<file path="config.mk">
export PLATFORM = sky130hd
export DESIGN_NAME = seq_divider
export DESIGN_NICKNAME = d
export VERILOG_FILES = /design/src/rtl/seq_divider.sv
export SDC_FILE = /design/constraint.sdc
export NUM_CORES = 1
export LEC_CHECK = 0
export ABC_AREA = 1
export ABC_CLOCK_PERIOD_IN_PS = 2800
export BUFFER_PORTS_ARGS = -buffer_cell sky130_fd_sc_hd__clkbuf_2
export CELL_PAD_IN_SITES_DETAIL_PLACEMENT = 0
export CELL_PAD_IN_SITES_GLOBAL_PLACEMENT = 1
export CORE_MARGIN = 2
export CORE_UTILIZATION = 42
export DETAILED_ROUTE_END_ITERATION = 12
export HOLD_SLACK_MARGIN = 0.02
export PLACE_DENSITY_LB_ADDON = 0.1
export SLEW_MARGIN = 20
export SYNTH_ARGS = -nofsm -noshare
export SYNTH_HDL_FRONTEND = slang
export SYNTH_SLANG_ARGS = --single-unit
</file>
<file path="constraint.sdc">
create_clock -name clk -period 2.8 [get_ports clk]
set_input_delay 0.56 -clock clk [delete_from_list [all_inputs] [get_ports clk]]
set_output_delay 0.56 -clock clk [all_outputs]
set_load 0.03 [all_outputs]
</file>
<file path="src/rtl/seq_divider.sv">
// Multi-cycle restoring divider: one shift-subtract-restore step per clock,
// signed (truncating) or unsigned, with divide-by-zero and signed-overflow flags.
module seq_divider #(
  parameter int WIDTH = 32
) (
  input  logic             clk,
  input  logic             rst,
  input  logic             start,
  input  logic             is_signed,
  input  logic [WIDTH-1:0] a,
  input  logic [WIDTH-1:0] b,
  output logic             busy,
  output logic             done,
  output logic [WIDTH-1:0] Q,
  output logic [WIDTH-1:0] R,
  output logic             DivByZero,
  output logic             Overflow
);

  localparam int CW = $clog2(WIDTH + 1);
  localparam logic [WIDTH-1:0] MIN_VAL = {1'b1, {(WIDTH-1){1'b0}}};

  typedef enum logic [1:0] {IDLE, RUN, FIX} state_t;

  state_t           state_q, state_d;
  logic [CW-1:0]    cnt_q, cnt_d;
  logic [WIDTH-1:0] rem_q, rem_d;
  logic [WIDTH-1:0] quo_q, quo_d;
  logic [WIDTH-1:0] bmag_q, bmag_d;
  logic             qneg_q, qneg_d;
  logic             rneg_q, rneg_d;
  logic             dz_q, dz_d;
  logic             ov_q, ov_d;
  logic             done_q, done_d;
  logic [WIDTH-1:0] q_out_q, q_out_d;
  logic [WIDTH-1:0] r_out_q, r_out_d;
  logic             dz_out_q, dz_out_d;
  logic             ov_out_q, ov_out_d;

  logic             a_neg, b_neg;
  logic [WIDTH-1:0] a_mag, b_mag;
  logic [WIDTH:0]   shifted;
  logic [WIDTH+1:0] trial;
  logic             borrow;

  // Negating MIN yields MIN, which reads correctly as 2^(WIDTH-1) unsigned.
  assign a_neg = is_signed & a[WIDTH-1];
  assign b_neg = is_signed & b[WIDTH-1];
  assign a_mag = a_neg ? (~a + 1'b1) : a;
  assign b_mag = b_neg ? (~b + 1'b1) : b;

  assign shifted = {rem_q, quo_q[WIDTH-1]};
  assign trial   = {1'b0, shifted} - {2'b00, bmag_q};
  assign borrow  = trial[WIDTH+1];

  always_comb begin
    state_d  = state_q;
    cnt_d    = cnt_q;
    rem_d    = rem_q;
    quo_d    = quo_q;
    bmag_d   = bmag_q;
    qneg_d   = qneg_q;
    rneg_d   = rneg_q;
    dz_d     = dz_q;
    ov_d     = ov_q;
    done_d   = 1'b0;
    q_out_d  = q_out_q;
    r_out_d  = r_out_q;
    dz_out_d = dz_out_q;
    ov_out_d = ov_out_q;

    case (state_q)
      IDLE: begin
        if (start) begin
          bmag_d = b_mag;
          if (b == '0) begin
            // Route the zero-divisor result through FIX unchanged: Q=all ones, R=a.
            rem_d   = a;
            quo_d   = '1;
            qneg_d  = 1'b0;
            rneg_d  = 1'b0;
            dz_d    = 1'b1;
            ov_d    = 1'b0;
            cnt_d   = '0;
            state_d = FIX;
          end else begin
            rem_d   = '0;
            quo_d   = a_mag;
            qneg_d  = a_neg ^ b_neg;
            rneg_d  = a_neg;
            dz_d    = 1'b0;
            ov_d    = is_signed && (a == MIN_VAL) && (b == '1);
            cnt_d   = CW'(WIDTH);
            state_d = RUN;
          end
        end
      end
      RUN: begin
        rem_d = borrow ? shifted[WIDTH-1:0] : trial[WIDTH-1:0];
        quo_d = {quo_q[WIDTH-2:0], ~borrow};
        cnt_d = cnt_q - 1'b1;
        if (cnt_q == CW'(1)) begin
          state_d = FIX;
        end
      end
      FIX: begin
        q_out_d  = qneg_q ? (~quo_q + 1'b1) : quo_q;
        r_out_d  = rneg_q ? (~rem_q + 1'b1) : rem_q;
        dz_out_d = dz_q;
        ov_out_d = ov_q;
        done_d   = 1'b1;
        state_d  = IDLE;
      end
      default: state_d = IDLE;
    endcase
  end

  always_ff @(posedge clk) begin
    if (rst) begin
      state_q  <= IDLE;
      cnt_q    <= '0;
      rem_q    <= '0;
      quo_q    <= '0;
      bmag_q   <= '0;
      qneg_q   <= 1'b0;
      rneg_q   <= 1'b0;
      dz_q     <= 1'b0;
      ov_q     <= 1'b0;
      done_q   <= 1'b0;
      q_out_q  <= '0;
      r_out_q  <= '0;
      dz_out_q <= 1'b0;
      ov_out_q <= 1'b0;
    end else begin
      state_q  <= state_d;
      cnt_q    <= cnt_d;
      rem_q    <= rem_d;
      quo_q    <= quo_d;
      bmag_q   <= bmag_d;
      qneg_q   <= qneg_d;
      rneg_q   <= rneg_d;
      dz_q     <= dz_d;
      ov_q     <= ov_d;
      done_q   <= done_d;
      q_out_q  <= q_out_d;
      r_out_q  <= r_out_d;
      dz_out_q <= dz_out_d;
      ov_out_q <= ov_out_d;
    end
  end

  assign busy      = (state_q != IDLE);
  assign done      = done_q;
  assign Q         = q_out_q;
  assign R         = r_out_q;
  assign DivByZero = dz_out_q;
  assign Overflow  = ov_out_q;

endmodule
</file>
Word level (Yosys, flattened, before mapping)
Cells that the tools add are included.
Widths: inputs -> output; s select.
{"block": "classes", "addsub": 6, "eq_ne": 7, "muxes": 23, "bitwise": 8, "reduce_logical": 9}
{"op": "$mux 32", "n": 9}
{"op": "$add 32x1->32 const B", "n": 4}
{"op": "$not 32->32", "n": 4}
{"op": "$pmux 32 s2", "n": 2}
{"op": "$eq 32x32->1 const B", "n": 2}
{"op": "$sub 33x32->34", "n": 1}
{"op": "$logic_not 32->1", "n": 1}
{"op": "$mux 6", "n": 2}
{"op": "$pmux 6 s2", "n": 1}
{"op": "$eq 6x1->1 const B", "n": 1}
{"op": "$mux 2", "n": 3}
{"op": "$reduce_and 2->1", "n": 3}
{"op": "$sub 6x1->6 const B", "n": 1}
{"op": "$mux 1", "n": 5}
{"op": "$ne 2x2->1 const B", "n": 2}
{"op": "$pmux 2 s2", "n": 1}
{"op": "$reduce_bool 2->1", "n": 2}
{"op": "$and 1x1->1", "n": 2}
{"op": "$eq 2x1->1 const B", "n": 1}
{"op": "$eq 2x2->1 const B", "n": 1}
{"op": "$logic_and 1x1->1", "n": 2}
{"op": "$logic_not 2->1", "n": 1}
{"op": "$not 1->1", "n": 1}
{"op": "$xor 1x1->1", "n": 1}
{"block": "totals", "reg_bits": 175, "in_bits": 68, "output_inout_bits": 68, "elab_cells": 67}

Logic depth before layout (Yosys ltp)
{"block": "depth", "depth_word": 6, "ltp_mapped": 18, "ltp_nobuf": 18}

Worst setup path before layout
OpenSTA, ideal clock, no wires.
{"block": "synth_path", "path_kind": "input port to flip-flop", "startpoint": "input port b[0]", "endpoint": "register qneg_q", "setup_ps": 115, "arrival_ps": 1967, "required_ps": 2685, "slack_ps": 718, "path_stages": 12, "path_buffers": 0, "cell_sequence": "inv_1 ha_1 nand3_2 nor2_4 nand4_4 nor3_4 nand2_4 clkinv_2 nor2_1 nand2_1 nor2_1 o21a_1"}
{"block": "synth_between", "elab_chain_cells": 2}
{"element": "start: declaration", "line_no": "11", "source": "input logic [WIDTH-1:0] b,"}
{"element": "$logic_not 32->1", "line_no": "76", "source": "if (b == '0) begin"}
{"element": "$mux 1", "line_no": "76"}
{"element": "end signal: assignment", "line_no": "140", "source": "qneg_q <= qneg_d;"}
{"element": "end: declaration", "line_no": "30", "source": "logic qneg_q, qneg_d;"}
Every way passes these cells.
A chain may end at the register's enable or synchronous reset.

Final worst setup path
{"block": "layout_path", "startpoint": "register rem_q[14]", "endpoint": "register r_out_q[31] (netlist: R[31])"}
{"block": "layout_between", "elab_chain_cells": 3}
{"element": "start: declaration", "line_no": "27", "source": "logic [WIDTH-1:0] rem_q, rem_d;"}
{"element": "start signal: assignment", "line_no": "137", "source": "rem_q <= rem_d;"}
{"element": "$not 32->32", "line_no": "108", "source": "r_out_d = rneg_q ? (~rem_q + 1'b1) : rem_q;"}
{"element": "$add 32x1->32", "line_no": "108"}
{"element": "$mux 32", "line_no": "108"}
{"element": "end signal: assignment", "line_no": "146", "source": "r_out_q <= r_out_d;"}
{"element": "end: declaration", "line_no": "36", "source": "logic [WIDTH-1:0] r_out_q, r_out_d;"}
Every way passes these cells.

==> results.sh <==
export IMPL_outcome="finished clean"
export IMPL_maxSlewViolCount=0
export IMPL_grt_usage_pct=28.1
export IMPL_total_leakage_power_nw=7.70
export IMPL_die_area_mm2=0.0329
export IMPL_cts_root_buf="clkbuf_16"
export IMPL_ant_nets=0
export IMPL_cts_resized_gates=0
export IMPL_synth_seq_cells=175
export IMPL_syn_nets=2312
export IMPL_fmax_mhz=387
export IMPL_wl_per_cell_um=16.9
export IMPL_grt_max_degree=110
export IMPL_clkSinkCount=175
export IMPL_dr_pass1_iters=5
export IMPL_htreeDepth=4
export IMPL_critPathBufInv=2
export IMPL_grt_pass1_wl_um=72600
export IMPL_crit_arrival_ns=2.94
export IMPL_gr_total_overflow=0
export IMPL_cp_max_fo=5
export IMPL_worst_pin_slew_ns=0.965
export IMPL_gp_congestion=0.935
export IMPL_fin_crit_sh_pct=92.3
export IMPL_synth_area_mm2=0.0132
export IMPL_worstSetupEndpointType="flop"
export IMPL_period_needed_ns=2.58
export IMPL_chipHeight_um=181
export IMPL_slowest_stage="dfxtp_1"
export IMPL_ys_types=55
export IMPL_min_path_type="primary input to flop"
export IMPL_max_slew_margin_pct=35.6
export IMPL_finalHoldViolations=0
export IMPL_dp_slack_ns=0.00541
export IMPL_layout_drive_gt1_share_pct=10.9
export IMPL_cp_cell_sequence="buf_4, nor2_1, nand2_1, nor2_1, nand4_1, nor2_1, nor2_1, xnor2_1, o21ai_0, nand2_1, inv_1"
export IMPL_setup_ws_ns=0.216
export IMPL_num_nets_final=2424
export IMPL_drc_errors=0
export IMPL_ir_drop_v=0.000468
export IMPL_cts_tree="yes"
export IMPL_fin_skew_ns=0.0123
export IMPL_die_w_um=181
export IMPL_rsz0062_at_grt="false"
export IMPL_clockBufferDepth=2
export IMPL_grt_pass1_vias=13300
export IMPL_cp_slowest_stage_delay_ns=0.39
export IMPL_stdcell_area_mm2=0.0150
export IMPL_ys_seq_area_share_pct=26.5
export IMPL_netlist_instances=2204
export IMPL_critPathKind="flop to flop"
export IMPL_crit_required_ns=3.15
export IMPL_antenna_found_initial=0
export IMPL_drv_cap=0
export IMPL_setup_viol=0
export IMPL_first_iter_violations=1128
export IMPL_cts_setup_buffers=0
export IMPL_cts_buffers=17
export IMPL_num_vias=14400
export IMPL_cp_common_cell="nor2_1"
export IMPL_cpLargestDelayFamily="simple AND/OR/NAND/NOR gates"
export IMPL_core_area_mm2=0.0307
export IMPL_io_pins=136
export IMPL_wl_um=46100
export IMPL_start_util_pct=42.9
export IMPL_dp_hpwl_um=35500
export IMPL_placed_area_mm2=0.0144
export IMPL_whs_ns=0.405
export IMPL_clk_pin_slew_ns=0.07
export IMPL_syn_to_final_growth_pct=13.6
export IMPL_vias_per_cell=5.28
export IMPL_synth_warning_count=0
export IMPL_fin_setup_tns_ns=0
export IMPL_p_per_area_mw_per_mm2=634
export IMPL_clk_latency_ns=0.45
export IMPL_diodes=0
export IMPL_row_count=64
export IMPL_crit_path_start_kind="flop"
export IMPL_hold_buffers=0
export IMPL_io_buffers=135
export IMPL_syn_area_per_cell_um2=5.99
==> final timing paths <==
| check | slack [ns] | to | start | cells past startpoint |
|---|---|---|---|---|
| max | 0.22 | R[31] | rem_q[14] | 11 |
| min | 0.40 | bmag_q[0] | b[0] | 3 |
| max reg2reg | 0.22 | R[31] | rem_q[14] | 11 |
| min reg2reg | 0.47 | cnt_q[1] | cnt_q[1] | 2 |
==> metal layers <==
layer	part of all wire [%]	global-route usage, %	vias to the layer above
met3	6.4	4.82	71
li1	-	-	7290
met5	0	0	-
met1	46	38.1	6517
met4	3.1	9.59	0
met2	44	45.1	497
==> through the flow <==
| step | cells | utilization, % | power [mW] |
|---|---|---|---|
| after floorplan | 2204 | - | 5.76 |
| after global placement | 2693 | 46.9 | 6.98 |
| after detailed placement | 2693 | 46.9 | 7.00 |
| after CTS | 2725 | 48.8 | 9.54 |
| after global routing | 2725 | 48.8 | 10.2 |
| final | 2725 | 48.8 | 9.51 |
==> Yosys cell counts (all sizes together) <==
master | number | area (um^2)
or2 | 7 | 46.3
a31oi | 4 | 40.0
buf | 32 | 170
nand3b | 8 | 60.1
nand2 | 568 | 2150
nand4 | 59 | 384
o211ai | 19 | 143
a21oi | 174 | 890
nor3 | 28 | 151
a31o | 1 | 8.76
mux2 | 1 | 11.3
and3 | 1 | 6.26
a221oi | 1 | 8.76
o221ai | 5 | 43.8
clkbuf | 60 | 225
nor3b | 1 | 7.51
fa | 1 | 20.0
nor2 | 268 | 1020
o22ai | 16 | 100
inv | 319 | 1200
o31ai | 7 | 52.6
o21ai | 162 | 811
xnor2 | 20 | 175
ha | 39 | 488
o21bai | 3 | 22.5
xor2 | 73 | 639
nor4 | 5 | 46.3
and2 | 4 | 26.3
clkinv | 4 | 16.3
dfxtp | 175 | 3500
o41ai | 2 | 17.5
o311a | 1 | 10.0
o21a | 2 | 15.0
nand3 | 134 | 691
==> power by group <==
part / leakage [nW] / switching, mW / internal [mW]
Combinational: 5.99 / 2.82 / 1.25
Clock: 0.288 / 1.09 / 1.41
Sequential: 1.43 / 0.224 / 2.72
Total: 7.70 / 4.13 / 5.38
==> worst min-delay path, delay by kind of cell <==
kind,cells,cell delay (ns)
AOI/OAI and AO/OA,1,0.07
buffers and inverters,2,0.18
==> registers in the layout, indices dropped and copies added (netlist names) <==
| signal | count |
|---|---|
| ov_q | 1 |
| rneg_q | 1 |
| Q | 32 |
| DivByZero | 1 |
| done | 1 |
| cnt_q | 6 |
| Overflow | 1 |
| rem_q | 32 |
| state_q | 2 |
| quo_q | 32 |
| bmag_q | 32 |
| R | 32 |
| qneg_q | 1 |
| dz_q | 1 |
==> layout make-up <==
class,instances,area (um^2)
Sequential cell,175,3500
Tap cell,396,495
Timing Repair Buffer,185,1080
Clock buffer,19,433
Fill cell,3387,15700
Inverter,323,1210
Multi-Input combinational cell,1614,8120
Clock inverter,13,164
==> placed cells by master (no fill, tap or decap), types with 16 or more instances in the layout <==
| cell | Yosys | routed |
|---|---|---|
| o211ai_1 | 19 | 19 |
| a21oi_1 | 171 | 171 |
| inv_1 | 315 | 315 |
| nand3_1 | 130 | 130 |
| o21ai_0 | 155 | 155 |
| xor2_1 | 73 | 73 |
| nand4_1 | 58 | 58 |
| xnor2_1 | 20 | 20 |
| nor3_1 | 27 | 27 |
| dfxtp_1 | 175 | 175 |
| clkbuf_16 | 0 | 17 |
| ha_1 | 39 | 39 |
| nand2_1 | 563 | 563 |
| clkbuf_2 | 0 | 135 |
| o22ai_1 | 16 | 16 |
| buf_4 | 4 | 48 |
| nor2_1 | 263 | 259 |
==> cells by family after synthesis <==
logic type	count (synthesis)	synth area share [%]
compound gates	397	16.4
xor+xnor	93	6.17
fa+ha+maj	40	3.85
buf+inv	415	12.2
flops	175	26.5
mux	1	0.0853
simple gates	1083	34.8
No activity file was read; power rests on OpenSTA's default activity.
